[src/rtl/fp_pkg.sv]
// Shared small-float definitions for the FP multiplier and adder stages.
// Packed word layout is {sign, exponent, mantissa}. There are no subnormals:
// exponent 0 with a nonzero mantissa is a normal value with an implicit 1.
package fp_pkg;

   localparam int unsigned EXP_WIDTH      = 4;
   localparam int unsigned MANTISSA_WIDTH = 3;
   localparam int unsigned FP_WIDTH       = EXP_WIDTH + MANTISSA_WIDTH + 1;
   localparam int unsigned SIG_WIDTH      = MANTISSA_WIDTH + 1;
   localparam int unsigned PROD_WIDTH     = 2 * SIG_WIDTH;
   localparam int unsigned EXPS_WIDTH     = EXP_WIDTH + 2;
   localparam int unsigned BIAS           = (1 << (EXP_WIDTH - 1)) - 1;

   localparam logic [EXP_WIDTH-1:0] E_MAX = '1;
   // Exponent/mantissa part of the special word; the sign is supplied separately
   localparam logic [FP_WIDTH-2:0]  SPECIAL_ENC = {E_MAX, MANTISSA_WIDTH'(1)};

   typedef struct packed {
      logic                 sign;
      logic [EXP_WIDTH-1:0] exp;
      logic [SIG_WIDTH-1:0] sig;   // mantissa with the implicit leading 1
   } fp_unpacked_t;

   // Multiplier stage-1 payload
   typedef struct packed {
      logic                  sign;
      logic [EXPS_WIDTH-1:0] exp;    // two's complement ea+eb-bias
      logic [PROD_WIDTH-1:0] prod;   // significand product in [1,4)
      logic                  zero;
      logic                  special;
      logic                  last;
   } fp_mul_s1_t;

   // Zero is the all-zero word; -0 also counts as zero
   function automatic logic fp_is_zero(input logic [FP_WIDTH-1:0] x);
      return (x[FP_WIDTH-2:0] == '0);
   endfunction

   function automatic fp_unpacked_t fp_unpack(input logic [FP_WIDTH-1:0] x);
      fp_unpacked_t u;
      u.sign = x[FP_WIDTH-1];
      u.exp  = x[FP_WIDTH-2 -: EXP_WIDTH];
      u.sig  = {1'b1, x[MANTISSA_WIDTH-1:0]};
      return u;
   endfunction

endpackage

[src/rtl/fp_mul_norm_round.sv]
// Combinational second stage of the FP multiplier: normalize, round to
// nearest (ties away), saturate to the special word or flush to zero, pack.
// Ports:
//   sign_i     product sign
//   exp_i      two's complement exponent sum (ea+eb-bias)
//   prod_i     significand product, value in [1,4)
//   zero_i     an operand was zero
//   special_i  an operand had the all-ones exponent
//   p_o        packed product
//   special_o  p_o is the special encoding
module fp_mul_norm_round
   import fp_pkg::*;
(
   input  logic                  sign_i,
   input  logic [EXPS_WIDTH-1:0] exp_i,
   input  logic [PROD_WIDTH-1:0] prod_i,
   input  logic                  zero_i,
   input  logic                  special_i,
   output logic [FP_WIDTH-1:0]   p_o,
   output logic                  special_o
);

   localparam int unsigned LO_MSB = PROD_WIDTH - MANTISSA_WIDTH - 4;

   logic signed [EXPS_WIDTH-1:0] exp_norm;
   logic signed [EXPS_WIDTH-1:0] exp_fin;
   logic [MANTISSA_WIDTH-1:0]    mant_norm;
   logic [MANTISSA_WIDTH-1:0]    mant_fin;
   logic                         round_bit;
   logic                         carry;
   logic                         prod_lo_unused;

   // Bits below the rounding position never influence the result
   assign prod_lo_unused = ^prod_i[LO_MSB:0];

   // Normalize so the leading 1 sits just above the kept mantissa bits
   always_comb begin
      exp_norm  = $signed(exp_i);
      mant_norm = prod_i[PROD_WIDTH-3 -: MANTISSA_WIDTH];
      round_bit = prod_i[PROD_WIDTH-3-MANTISSA_WIDTH];
      if (prod_i[PROD_WIDTH-1]) begin
         exp_norm  = $signed(exp_i) + $signed(EXPS_WIDTH'(1));
         mant_norm = prod_i[PROD_WIDTH-2 -: MANTISSA_WIDTH];
         round_bit = prod_i[PROD_WIDTH-2-MANTISSA_WIDTH];
      end
   end

   // Carry out of the stored mantissa equals carry out of the full significand
   always_comb begin
      {carry, mant_fin} = (MANTISSA_WIDTH+1)'(mant_norm) + (MANTISSA_WIDTH+1)'(round_bit);
      exp_fin           = exp_norm;
      if (carry) begin
         mant_fin = '0;
         exp_fin  = exp_norm + $signed(EXPS_WIDTH'(1));
      end
   end

   // Special input wins over zero input; then overflow, then underflow flush
   always_comb begin
      p_o       = '0;
      special_o = 1'b0;
      if (special_i) begin
         p_o       = {sign_i, SPECIAL_ENC};
         special_o = 1'b1;
      end else if (zero_i) begin
         p_o = '0;
      end else if (exp_fin >= $signed(EXPS_WIDTH'(E_MAX))) begin
         p_o       = {sign_i, SPECIAL_ENC};
         special_o = 1'b1;
      end else if (exp_fin < $signed(EXPS_WIDTH'(1))) begin
         p_o = '0;
      end else begin
         p_o = {sign_i, exp_fin[EXP_WIDTH-1:0], mant_fin};
      end
   end

endmodule

[src/rtl/fp_mul_pipe.sv]
// Two-stage pipelined small-float multiplier with valid/ready on both sides.
// S1 registers sign, exponent sum, significand product and zero/special flags;
// S2 registers the normalized, rounded, packed product.
// Ports:
//   clk, rst          clock, synchronous active-high reset
//   in_valid/in_ready operand handshake; in_ready depends on out_ready
//   in_a, in_b        packed operands {s, e, m}
//   in_last           sideband carried with the pair
//   out_valid/out_ready product handshake
//   out_p             packed product
//   out_last          in_last of the same pair
//   out_special       out_p is the special encoding
module fp_mul_pipe
   import fp_pkg::*;
(
   input  logic                clk,
   input  logic                rst,
   input  logic                in_valid,
   output logic                in_ready,
   input  logic [FP_WIDTH-1:0] in_a,
   input  logic [FP_WIDTH-1:0] in_b,
   input  logic                in_last,
   output logic                out_valid,
   input  logic                out_ready,
   output logic [FP_WIDTH-1:0] out_p,
   output logic                out_last,
   output logic                out_special
);

   fp_unpacked_t        ua;
   fp_unpacked_t        ub;
   fp_mul_s1_t          s1_d;
   fp_mul_s1_t          s1_q;
   logic                s1_valid_q;
   logic                s2_valid_q;
   logic                s1_ready;
   logic                s2_ready;
   logic [FP_WIDTH-1:0] p_d;
   logic                special_d;
   logic [FP_WIDTH-1:0] out_p_q;
   logic                out_last_q;
   logic                out_special_q;

   // Each stage accepts when empty or when its downstream is draining
   assign s2_ready = ~s2_valid_q | out_ready;
   assign s1_ready = ~s1_valid_q | s2_ready;
   assign in_ready = s1_ready;

   // Stage-1 datapath
   always_comb begin
      ua           = fp_unpack(in_a);
      ub           = fp_unpack(in_b);
      s1_d         = '0;
      s1_d.sign    = ua.sign ^ ub.sign;
      s1_d.exp     = EXPS_WIDTH'(ua.exp) + EXPS_WIDTH'(ub.exp) - EXPS_WIDTH'(BIAS);
      s1_d.prod    = PROD_WIDTH'(ua.sig) * PROD_WIDTH'(ub.sig);
      s1_d.zero    = fp_is_zero(in_a) | fp_is_zero(in_b);
      s1_d.special = (ua.exp == E_MAX) | (ub.exp == E_MAX);
      s1_d.last    = in_last;
   end

   // Stage-1 register
   always_ff @(posedge clk) begin
      if (rst) begin
         s1_valid_q <= 1'b0;
         s1_q       <= '0;
      end else if (s1_ready) begin
         s1_valid_q <= in_valid;
         if (in_valid) begin
            s1_q <= s1_d;
         end
      end
   end

   fp_mul_norm_round u_norm_round (
      .sign_i    (s1_q.sign),
      .exp_i     (s1_q.exp),
      .prod_i    (s1_q.prod),
      .zero_i    (s1_q.zero),
      .special_i (s1_q.special),
      .p_o       (p_d),
      .special_o (special_d)
   );

   // Stage-2 register; holds its data while stalled
   always_ff @(posedge clk) begin
      if (rst) begin
         s2_valid_q    <= 1'b0;
         out_p_q       <= '0;
         out_last_q    <= 1'b0;
         out_special_q <= 1'b0;
      end else if (s2_ready) begin
         s2_valid_q <= s1_valid_q;
         if (s1_valid_q) begin
            out_p_q       <= p_d;
            out_last_q    <= s1_q.last;
            out_special_q <= special_d;
         end
      end
   end

   assign out_valid   = s2_valid_q;
   assign out_p       = out_p_q;
   assign out_last    = out_last_q;
   assign out_special = out_special_q;

endmodule

[config.mk]
export PLATFORM = sky130hd
export DESIGN_NAME = fp_mul_pipe
export DESIGN_NICKNAME = d
export VERILOG_FILES = /design/src/rtl/fp_pkg.sv /design/src/rtl/fp_mul_norm_round.sv /design/src/rtl/fp_mul_pipe.sv
export SDC_FILE = /design/constraint.sdc
export NUM_CORES = 1
export LEC_CHECK = 0
export ABC_CLOCK_PERIOD_IN_PS = 3300
export BUFFER_PORTS_ARGS = -buffer_cell sky130_fd_sc_hd__buf_4
export CAP_MARGIN = 20
export CORE_MARGIN = 2
export CORE_UTILIZATION = 38
export DETAILED_ROUTE_END_ITERATION = 8
export GPL_TIMING_DRIVEN = 1
export HOLD_SLACK_MARGIN = 0.03
export SYNTH_ARGS = -nofsm -noshare
export SYNTH_HDL_FRONTEND = slang
export SYNTH_SLANG_ARGS = --single-unit
[constraint.sdc]
create_clock -name clk -period 3.3 [get_ports clk]
set_clock_uncertainty 0.1 [all_clocks]
set_input_delay 0.33 -clock clk [delete_from_list [all_inputs] [get_ports clk]]
set_output_delay 0.33 -clock clk [all_outputs]
set_load 0.05 [all_outputs]
==> key figures <==
CTS
  – Clock latency on the worst-skew pair: 0.27 ns
  – Clk pin slew, worst setup/hold paths: 0.10 ns
  – Hold buffers post-CTS: 0
  – Clock buffer depth: 2
  – Clock root cell: clkbuf_8
  – Clock sink count: 28
  – CTS Buf Count: 3
  – Htree depth: 1
  – CTS resizes: 0
  – Post-CTS setup buffers: 0
  – TritonCTS clock tree: built

Yosys
  – Register area share after synthesis: 26.4%
  – Top cell type's share of synthesized area: approximately a quarter
  – Distinct cells, synth: 53
  – Synth top area cells: dfxtp_1 (26%), ha_1 (12%), fa_1 (5.7%), nand2_1 (5.5%), xnor2_1 (4.9%)
  – Synth top cells by count: nand2_1 (31), dfxtp_1 (28), nor2_1 (24)
  – Yosys reg bits: 28
  – Most frequent cell after synthesis: nand2_1
  – Post-synth EDFFs: 0
  – Synth area leader: dfxtp_1
  – Cells after synthesis: 247
  – Yosys warning count: 0
  – Synth Cell Area: 2120 µm²
  – Main synth FF type: dfxtp_1
  – Post-Syn Nets: 295
  – FFs w/ async S/R, synth: 0%
  – Mapped Avg Cell Area: 8.60 µm²

STA
  – Setup violators final: 0
  – Hold slack: 0.178 ns
  – Worst Max-Slew Pin Slew: 0.800 ns
  – Final Critical Period: 2.97 ns
  – Tcrit/Tclk final: 89.9%
  – Unrepaired setup endpoints after global routing: no
  – Final hold violation count: 0
  – TNS Setup: 0 ns
  – Slew headroom: 46.6%
  – Fin. max-slew vios: 0
  – Setup ws final: 0.333 ns
  – Fmax: 337 MHz

Floorplan
  – Initial Utilization: roughly two fifths
  – Die height: 78.8 µm
  – Number of core rows: 27
  – Die area: just over 6000 µm²
  – Total core area: 5440 µm²
  – Chip Width: 78.8 µm
  – I/O pins: 33

Global routing
  – Initial antenna violation count: 0
  – First-pass GRT wire length: 7730 µm
  – Largest net degree at the start of global routing: 30
  – Gr usage total: 15.0%
  – Gr ovfl total: 0
  – Number of global-route vias before repair: roughly 1700

Critical path
  – Startpoint Class: input port
  – R2R setup slack: 0.56 ns
  – CP endpoint kind: register
  – Critical path fanouts, max: 4
  – Worst Path Arrival: about 3 ns
  – Setup CP Type: input port to register
  – CP required: 3.36 ns

Routing
  – Final ANT Viol Nets: 0
  – Total Wirelength: between 4000 and 5000 µm
  – Iter 0 DRT Violations: 47
  – DR vias: ~1800
  – DR pass1 iterations: 4
  – Via density: 4.99
  – DRC: 0
  – Routed wire per std cell: 11.8 µm

Final layout
  – Share of cells above drive strength 1: 19.4%
  – Area delta synth->final: 18.4%
  – Diode count: 0
  – # nets final: about 330
  – Fill count: 554

Pwr
  – Net Sw Frac: 32.1%
  – Total power divided by cell area: 392 nW/µm²
  – Clk pwr share: between 20% and 30%
  – Maximum VDD drop: 200 µV
  – Sw power: approximately 0.32 mW
  – P_leak: roughly 1.1 nW
  – Cell Int Power: 0.669 mW
  – Combinational power share: 32.7%
  – Sequential power share: 39.9%
  – Tot Pwr: 0.986 mW

Min path
  – Worst Hold Class: input port to register

Place
  – GPL Wtd Cong: 0.780
  – Dpl ws: 0.0325 ns
  – Detail Placement HPWL: 3400 µm
  – Port Buffers: 32

Job
  – Max-cap violations: 0

Status
  – Status: complete, no violations
## logic make-up after synthesis
| kind of cell | count (synthesis) | share of synthesized area, % |
|---|---|---|
| and+or+nand+nor | 98 | 23.9 |
| AOI/OAI and AO/OA | 50 | 17.4 |
| DFF | 28 | 26.4 |
| adders and majority gates | 27 | 18.0 |
| buffers and inverters | 22 | 4.24 |
| xor gates and xnor gates | 17 | 7.37 |
| muxes | 5 | 2.65 |
## worst paths after layout
check / start / to / cells past startpoint
worst max-delay path: in_a[1] / s1_q[10] / 14
worst min-delay path: in_valid / s1_valid_q / 3
worst max register to register: s1_q[10] / out_p[3] / 9
worst min register to register: s1_q[0] / out_last / 2
## metal layers
layer,vias up,global-route usage [%],part of all wire (%)
li1,936,-,-
met1,787,20.4,50
met2,24,25.0,46
met3,6,2.27,2.5
met4,0,3.86,1.6
met5,-,0,0
## cell type report
cell class                      count  area [µm²]  area share, %
Sequential cell                    28         561           22.3
Clock buffer                        3        41.3           1.64
Tap cell                           72        90.1           3.58
Timing Repair Buffer               35         263           10.5
Inverter                           15        56.3           2.24
Multi-Input combinational cell    197        1470           58.6
Clock inverter                      1        30.0           1.19
## worst max-delay path, stage by stage
cell	delay, ns
buf_4	0.13
and2_1	0.16
fa_1	0.50
inv_1	0.05
fa_1	0.50
inv_1	0.07
ha_1	0.29
a21o_1	0.15
a21o_1	0.19
a21oi_1	0.14
nor2_1	0.05
or3_1	0.30
nand3_1	0.09
a21oi_1	0.06
## flip-flops by register name (all words and copies together), names as in the netlist
name and cells:
out_p 8, out_last 1, out_special 1, s1_q 16, out_valid 1, s1_valid_q 1
## cells in the final DEF (no fill, tap or decap), types with 4 or more instances in the layout
cell       n
nand2_1   31
buf_4     35
nand4_1    5
nor2_1    24
ha_1      21
fa_1       6
inv_1     15
a21o_1     5
dfxtp_1   28
nand3_1    5
a21oi_1   16
and2_1     6
xor2_1     4
a211oi_1   8
xnor2_1   12
## through the flow
| stage | instance area [µm²] | cells | util (%) |
|---|---|---|---|
| 2_1_floorplan | 2120 | 247 | - |
| 3_3_place_gp | 2440 | 347 | 44.9 |
| 3_5_place_dp | 2440 | 347 | 44.9 |
| 4_1_cts | 2510 | 351 | 46.2 |
| 5_1_grt | 2510 | 351 | 46.2 |
| 6_report | 2510 | 351 | 46.2 |
## power by group through the flow
stage / registers [mW] / logic (mW) / clock network, mW
floorplan: 0.420 / 0.220 / 0
global placement: 0.400 / 0.323 / 0
detailed placement: 0.401 / 0.325 / 0
CTS: 0.394 / 0.327 / 0.277
global route: 0.399 / 0.370 / 0.293
finish: 0.394 / 0.323 / 0.269
No activity file was read; power rests on OpenSTA's default activity.
